==> src/rtl/alu_sequencer.sv <==
// alu_sequencer: drives the shared 8-bit ALU one byte per cycle for narrow (1 pass) or wide (2 pass, carry-chained) ops.
// Latency: result valid 2 cycles after accept (narrow), 3 cycles (wide); held until res_ready.
// Backpressure: req_ready is low from accept until the result handshake; result outputs hold stable in DONE.
// Optional N/Z result flags are built when ALU_SEQ_FLAGS_EN is defined; otherwise res_n/res_z are tied 0.
// The op code is passed through to the ALU opaquely, so no operation encodings are needed here.
module alu_sequencer (
  input  logic        clk,
  input  logic        resetn,
  input  logic        req_valid,
  output logic        req_ready,
  input  logic [2:0]  req_op,
  input  logic [15:0] req_a,
  input  logic [15:0] req_b,
  input  logic        req_carry,
  input  logic        req_wide,
  output logic        res_valid,
  input  logic        res_ready,
  output logic [15:0] res_y,
  output logic        res_carry,
  output logic        res_overflow,
  output logic        res_n,
  output logic        res_z,
  output logic [2:0]  alu_control,
  output logic [7:0]  alu_AI,
  output logic [7:0]  alu_BI,
  output logic        alu_carry_in,
  input  logic [7:0]  alu_Y,
  input  logic        alu_carry_out,
  input  logic        alu_overflow
);

  typedef enum logic [1:0] {IDLE, LO, HI, DONE} state_t;

  state_t     state;
  logic [7:0] a_hi;
  logic [7:0] b_hi;
  logic       wide;

  // Sequencer FSM: every output is registered, so the ALU drive for a pass is
  // loaded on the edge that enters that pass and cleared on the edge leaving it.
  always_ff @(posedge clk or negedge resetn) begin
    if (!resetn) begin
      state        <= IDLE;
      req_ready    <= 1'b1;
      res_valid    <= 1'b0;
      res_y        <= 16'h0000;
      res_carry    <= 1'b0;
      res_overflow <= 1'b0;
      alu_control  <= 3'd0;
      alu_AI       <= 8'h00;
      alu_BI       <= 8'h00;
      alu_carry_in <= 1'b0;
      a_hi         <= 8'h00;
      b_hi         <= 8'h00;
      wide         <= 1'b0;
    end else begin
      case (state)
        IDLE: begin
          if (req_valid) begin
            // Low bytes go straight into the ALU drive for the LO pass; the
            // high bytes wait in a_hi/b_hi for a possible HI pass.
            alu_control  <= req_op;
            alu_AI       <= req_a[7:0];
            alu_BI       <= req_b[7:0];
            alu_carry_in <= req_carry;
            a_hi         <= req_a[15:8];
            b_hi         <= req_b[15:8];
            wide         <= req_wide;
            req_ready    <= 1'b0;
            state        <= LO;
          end
        end
        LO: begin
          res_y[7:0] <= alu_Y;
          if (wide) begin
            // The registered carry-in doubles as the stored LO-pass carry-out.
            alu_AI       <= a_hi;
            alu_BI       <= b_hi;
            alu_carry_in <= alu_carry_out;
            state        <= HI;
          end else begin
            res_y[15:8]  <= 8'h00;
            res_carry    <= alu_carry_out;
            res_overflow <= alu_overflow;
            alu_AI       <= 8'h00;
            alu_BI       <= 8'h00;
            alu_carry_in <= 1'b0;
            res_valid    <= 1'b1;
            state        <= DONE;
          end
        end
        HI: begin
          res_y[15:8]  <= alu_Y;
          res_carry    <= alu_carry_out;
          res_overflow <= alu_overflow;
          alu_AI       <= 8'h00;
          alu_BI       <= 8'h00;
          alu_carry_in <= 1'b0;
          res_valid    <= 1'b1;
          state        <= DONE;
        end
        DONE: begin
          if (res_ready) begin
            res_valid <= 1'b0;
            req_ready <= 1'b1;
            state     <= IDLE;
          end
        end
        default: begin
          state     <= IDLE;
          req_ready <= 1'b1;
          res_valid <= 1'b0;
        end
      endcase
    end
  end

`ifdef ALU_SEQ_FLAGS_EN
  // N/Z flags: LO computes byte flags (final for narrow); HI overrides with
  // the 16-bit view, Z combining the stored low byte with the high pass.
  always_ff @(posedge clk or negedge resetn) begin
    if (!resetn) begin
      res_n <= 1'b0;
      res_z <= 1'b0;
    end else if (state == LO) begin
      res_n <= alu_Y[7];
      res_z <= (alu_Y == 8'h00);
    end else if (state == HI) begin
      res_n <= alu_Y[7];
      res_z <= (alu_Y == 8'h00) && (res_y[7:0] == 8'h00);
    end
  end
`else
  assign res_n = 1'b0;
  assign res_z = 1'b0;
`endif

endmodule
==> config.mk <==
export PLATFORM = sky130hd
export DESIGN_NAME = alu_sequencer
export DESIGN_NICKNAME = d
export VERILOG_FILES = /design/src/rtl/alu_sequencer.sv
export SDC_FILE = /design/constraint.sdc
export NUM_CORES = 1
export LEC_CHECK = 0
export CORE_MARGIN = 3
export CORE_UTILIZATION = 41
export CTS_CLUSTER_DIAMETER = 40
export DETAILED_ROUTE_END_ITERATION = 8
export PLACE_DENSITY = 0.88
export SLEW_MARGIN = 10
export SYNTH_ARGS = -nofsm -noshare
export SYNTH_HDL_FRONTEND = slang
export SYNTH_SLANG_ARGS = --single-unit
==> constraint.sdc <==
create_clock -name clk -period 1.65 [get_ports clk]
set_input_delay 0.165 -clock clk [delete_from_list [all_inputs] [get_ports clk]]
set_output_delay 0.165 -clock clk [all_outputs]
set_load 0.01 [all_outputs]
# Yosys cells after proc, flatten, opt, wreduce, memory -nomap -nowiden
# Index checks and enable logic that the tools add are counted.
classes:
  magnitude_cmp: 0
  multipliers: 0
  n_eq_ne: 6
  div_mod_pow: 0
  add_sub_neg: 0
  shift: 0
  reduce_logical: 11
  muxes: 25
  bitwise: 0
op_table:
  columns: ["operator", "count"]
  rows:
  - ["$pmux 8 s3", 2]
  - ["$mux 8", 5]
  - ["$pmux 8 s2", 1]
  - ["$mux 1", 9]
  - ["$pmux 2 s4", 1]
  - ["$reduce_and 2->1", 4]
  - ["$ne 2x2->1 const B", 3]
  - ["$pmux 1 s2", 3]
  - ["$pmux 1 s3", 2]
  - ["$reduce_and 3->1", 2]
  - ["$reduce_bool 3->1", 2]
  - ["$eq 2x2->1 const B", 2]
  - ["$mux 2", 2]
  - ["$reduce_bool 2->1", 2]
  - ["$eq 2x1->1 const B", 1]
  - ["$logic_not 2->1", 1]
word_totals:
  latch_bits: 0
  register_bits: 59
  n_memories: 0
  romBits: 0
  out_inout_bits: 42
  ramBits: 0

# Logic depth before layout (Yosys ltp)
logic_depth:
  depth_word: 3
  ltp_mapped: 7
  mapped_depth_nobuf: 5

# Worst setup path before layout
# Ideal clock, no wire load.
synth_path:
  path_type: "register to register"
  startpoint: "reg state[0]"
  endpoint: "reg alu_AI[0]"
  synth_period_minus_slack_ns: 1.665
  path_slack_ns: -0.015
  arrival_ns: 1.540
  setup_ns: 0.125
  stages_incl_launch_ff: 7
  path_cell_list: "dfrtp_1 > inv_1 > ha_1 > nor2b_4 > nor2_4 > buf_6 > mux2_4"
synth_between:
  elab_chain_len: 3
synth_rtl:
  columns: ["item", "line_no", "rtl"]
  rows:
  - ["from (decl)", "34", "state_t state;"]
  - ["from (signal assigned)", "43", "state <= IDLE;"]
  - ["from (signal assigned)", "70", "state <= LO;"]
  - ["from (signal assigned)", "80", "state <= HI;"]
  - ["$eq 2x2->1, or another cell as far along", "57", "case (state)"]
  - ["$reduce_bool 3->1 (no source line) or $ne 2x2->1 (tied branches)", null, null]
  - ["$reduce_and 2->1 (no source line)", null, null]
  - ["to (signal assigned)", "63", "alu_AI <= req_a[7:0];"]
  - ["to (signal assigned)", "77", "alu_AI <= a_hi;"]
  - ["to (decl)", "24", "output logic [7:0] alu_AI,"]
# Parallel ways exist; a longest one is shown, timed or not.
# A chain may end at the register's enable or synchronous reset.

# Final worst setup path
layout_path:
  startpoint: "reg req_ready"
  endpoint: "out req_ready"
layout_rtl:
  columns: ["item", "line_no", "rtl"]
  rows:
  - ["from (decl)", "10", "output logic req_ready,"]
  - ["from (signal assigned)", "44", "req_ready <= 1'b1;"]
  - ["from (signal assigned)", "69", "req_ready <= 1'b0;"]
  - ["from (signal assigned)", "105", "req_ready <= 1'b1;"]
# No word-level cell between the ends.

==> summary.txt <==
CTS
  – Clock root buffer: clkbuf_8
  – CTS H-tree lvls: 3
  – Worst-Skew Late Latency: 0.33 ns
  – Reg clk slew, reported paths: about 0.060 ns
  – Clk sink count: 59
  – CTS tree: built
  – CTS Buf Count: 9
  – CTS max path bufs: 2

Yosys
  – Main synth FF type: dfrtp_1
  – Adder-Cell Fraction of Synth Area: 2.81%
  – Post-Synth XOR/XNOR Area: 0%
  – Mux cell area share after synthesis: between 20% and 30%
  – Mean cell area of the mapped netlist: between 10 and 15 µm²
  – Sequential area share after synthesis: 55.2%
  – Synth warn: 0
  – Synth Area in Compound Gates: 7.34%
  – Post-Syn Instances: 210
  – Yosys top cell by area: dfrtp_1
  – Post-synth cell types: 26
  – Synthesized area: 0.00268 mm²
  – Asr flop ratio synth: between 90% and 100%
  – Top post-synthesis cells by area: dfrtp_1, mux2_2, mux2_4
  – Simple-Gate Fraction of Synth Area: 6.64%
  – Share of the synthesized area in the top cell type: between 50% and 60%
  – EDFF count, synth: 0
  – Synth Register Bits: 59
  – Largest family of logic cells by synthesized area: multiplexers

Detailed routing
  – ANT nets after route: 0
  – Drt via density: between 4 and 5
  – DRC viols: 0
  – DR WL/cell: around 16 µm
  – Drt pass-1 iters: 4
  – Vias: 1954
  – Initial drt markers: between 40 and 50
  – Routed WL: 6.24 mm

Floorplan
  – Die height: 86.8 µm
  – Core area: 0.00613 mm²
  – Core Rows: 28
  – Initial core utilization: between 40% and 50%
  – Ports: 93
  – DIE WIDTH: 86.8 µm
  – Die ar.: 0.00753 mm²

STA
  – Final hold vios: 0
  – Final setup viols: 0
  – Max-slew violation count: 0
  – Post-route clock skew: 0.00708 ns
  – Fmax: 0.632 GHz
  – Period utilization: between 90% and 100%
  – Final min period: between 1.5 and 2 ns

Layout
  – # nets final: 373
  – Diodes inserted: 0
  – Final instance area: 0.00402 mm²
  – Most common cell after layout, fill and taps aside: clkdlybuf4s50_1
  – Most frequent cells in the layout: clkdlybuf4s50_1, dfrtp_1, mux2_2
  – Share of cells above drive strength 1: 27.6%
  – Area delta synth->final: 50.4%
  – Fillcell total: around 450

GRT
  – Pin count of the biggest net entering global routing: 34
  – Overflow left after global routing: 0
  – Vias in the first global route: 2093
  – First-pass GRT wire length: 9.99 mm
  – Total GRT Usage: around 18%
  – Initial antenna violation count: 0

Critical path
  – Worst Path Arrival: ~1.4 ns
  – Crit Path Max Fanout: 3
  – Crit path max-delay family: flip-flops
  – CP Launch Type: flop
  – Crit path from: req_ready
  – Crit path buf inv count: 1
  – Setup CP Type: flop to output pin
  – CP peak stage delay: 0.54 ns
  – Reg2reg path depth: 6
  – CP required: 1.48 ns
  – CP Capture Type: output pin
  – R2R Path Start: state[1]
  – Crit-path slowest cell: dfstp_2
  – Worst path depth: 1
  – Crit path cell chain: clkdlybuf4s50_1

Power and ir drop
  – Pwr Total: 8.05 mW
  – Max VDD drop: around 1.1 mV
  – Leak: 1.80 nW
  – PD cells: 2000 mW/mm²

Flow run
  – Number of max-cap violations: 0

Run status
  – Status: complete, no violations

Placement
  – Post-DP Area: 0.00375 mm²
  – Post-DP HPWL: 4.57 mm
  – Gp weighted congestion: 0.789
  – I/O Buffers: 90

Worst hold path
  – Worst Hold Class: input pin to async pin
[metrics by stage]
| step | util (%) | setup slack, ns | hold slack [ns] | TNS (ns) | instances |
|---|---|---|---|---|---|
| 2_1_floorplan | - | 0.00189 | -0.131 | 0 | 211 |
| 3_3_place_gp | 61.2 | 0.0923 | 0.143 | 0 | 376 |
| 3_5_place_dp | 61.2 | 0.0685 | 0.157 | 0 | 376 |
| 4_1_cts | 64.3 | 0.0456 | 0.336 | 0 | 391 |
| 5_1_grt | 65.6 | -0.00208 | 0.355 | -0.00271 | 394 |
| 6_report | 65.6 | 0.0675 | 0.319 | 0 | 394 |
[cell usage after synthesis (2+ instances only)]
cell,instances
buf_4,2
mux2_2,38
nand4_1,17
mux2_4,10
o21ai_0,20
nor2_1,2
clkbuf_1,4
a21oi_1,2
nor2b_1,2
buf_2,8
ha_1,6
dfrtp_1,58
inv_1,20
a22o_1,8
nand2_1,2
[final cells by class]
class	instances	area (µm²)	area share, %
flip-flops and latches	59	1480	36.7
repair buffers	109	1130	28.0
multi-input cells	117	1070	26.6
clock buffers	11	141	3.51
well taps	75	93.8	2.33
inverters	20	75.1	1.87
clock inverters	3	40.0	0.995
[state kept, by name (all words and copies together), names as in the netlist, 2 cells and up]
| name | flops |
|---|---|
| alu_BI | 8 |
| res_y | 16 |
| a_hi | 8 |
| alu_AI | 8 |
| b_hi | 8 |
| state | 2 |
| alu_control | 3 |
[power breakdown]
part	internal [mW]	switching (mW)
combinational	2.55	1.72
sequential	2.16	0.379
clock	0.716	0.523
[layer usage]
metal | share of wire (%) | wire (µm) | vias up | global-route usage, %
met5 | 0 | 0 | - | 0
met4 | 1.6 | 99 | 0 | 6.80
met3 | 5.9 | 371 | 9 | 5.23
met2 | 50 | 3100 | 64 | 28.7
met1 | 43 | 2660 | 940 | 22.0
li1 | - | - | 941 | -
[worst paths after layout]
| path | end | slack, ns |
|---|---|---|
| setup reg to reg | alu_AI[2] | 0.07 |
| max in group asynchronous | req_ready | 0.75 |
| min in group clk | alu_control[1] | 0.44 |
| hold / removal | res_y[15] | 0.32 |
| hold reg to reg | a_hi[2] | 0.50 |
| setup / recovery | req_ready | 0.07 |
[what timing repair did]
action	in CTS	in global routing
endpoints found under the setup margin	0	14
hold buffers	1	0
setup buffers	0	1
resized for setup	0	7
endpoints found under the hold margin	18	0
[kinds of logic (layout without fill, tap and decap cells)]
group	count (synthesis)	after routing
fa+ha+maj	6	6
simple gates	28	28
buf+inv	35	143
compound gates	32	32
flops	59	59
mux	49	49
other cells	1	2
Note: power is estimated with default switching activity, not from simulation.
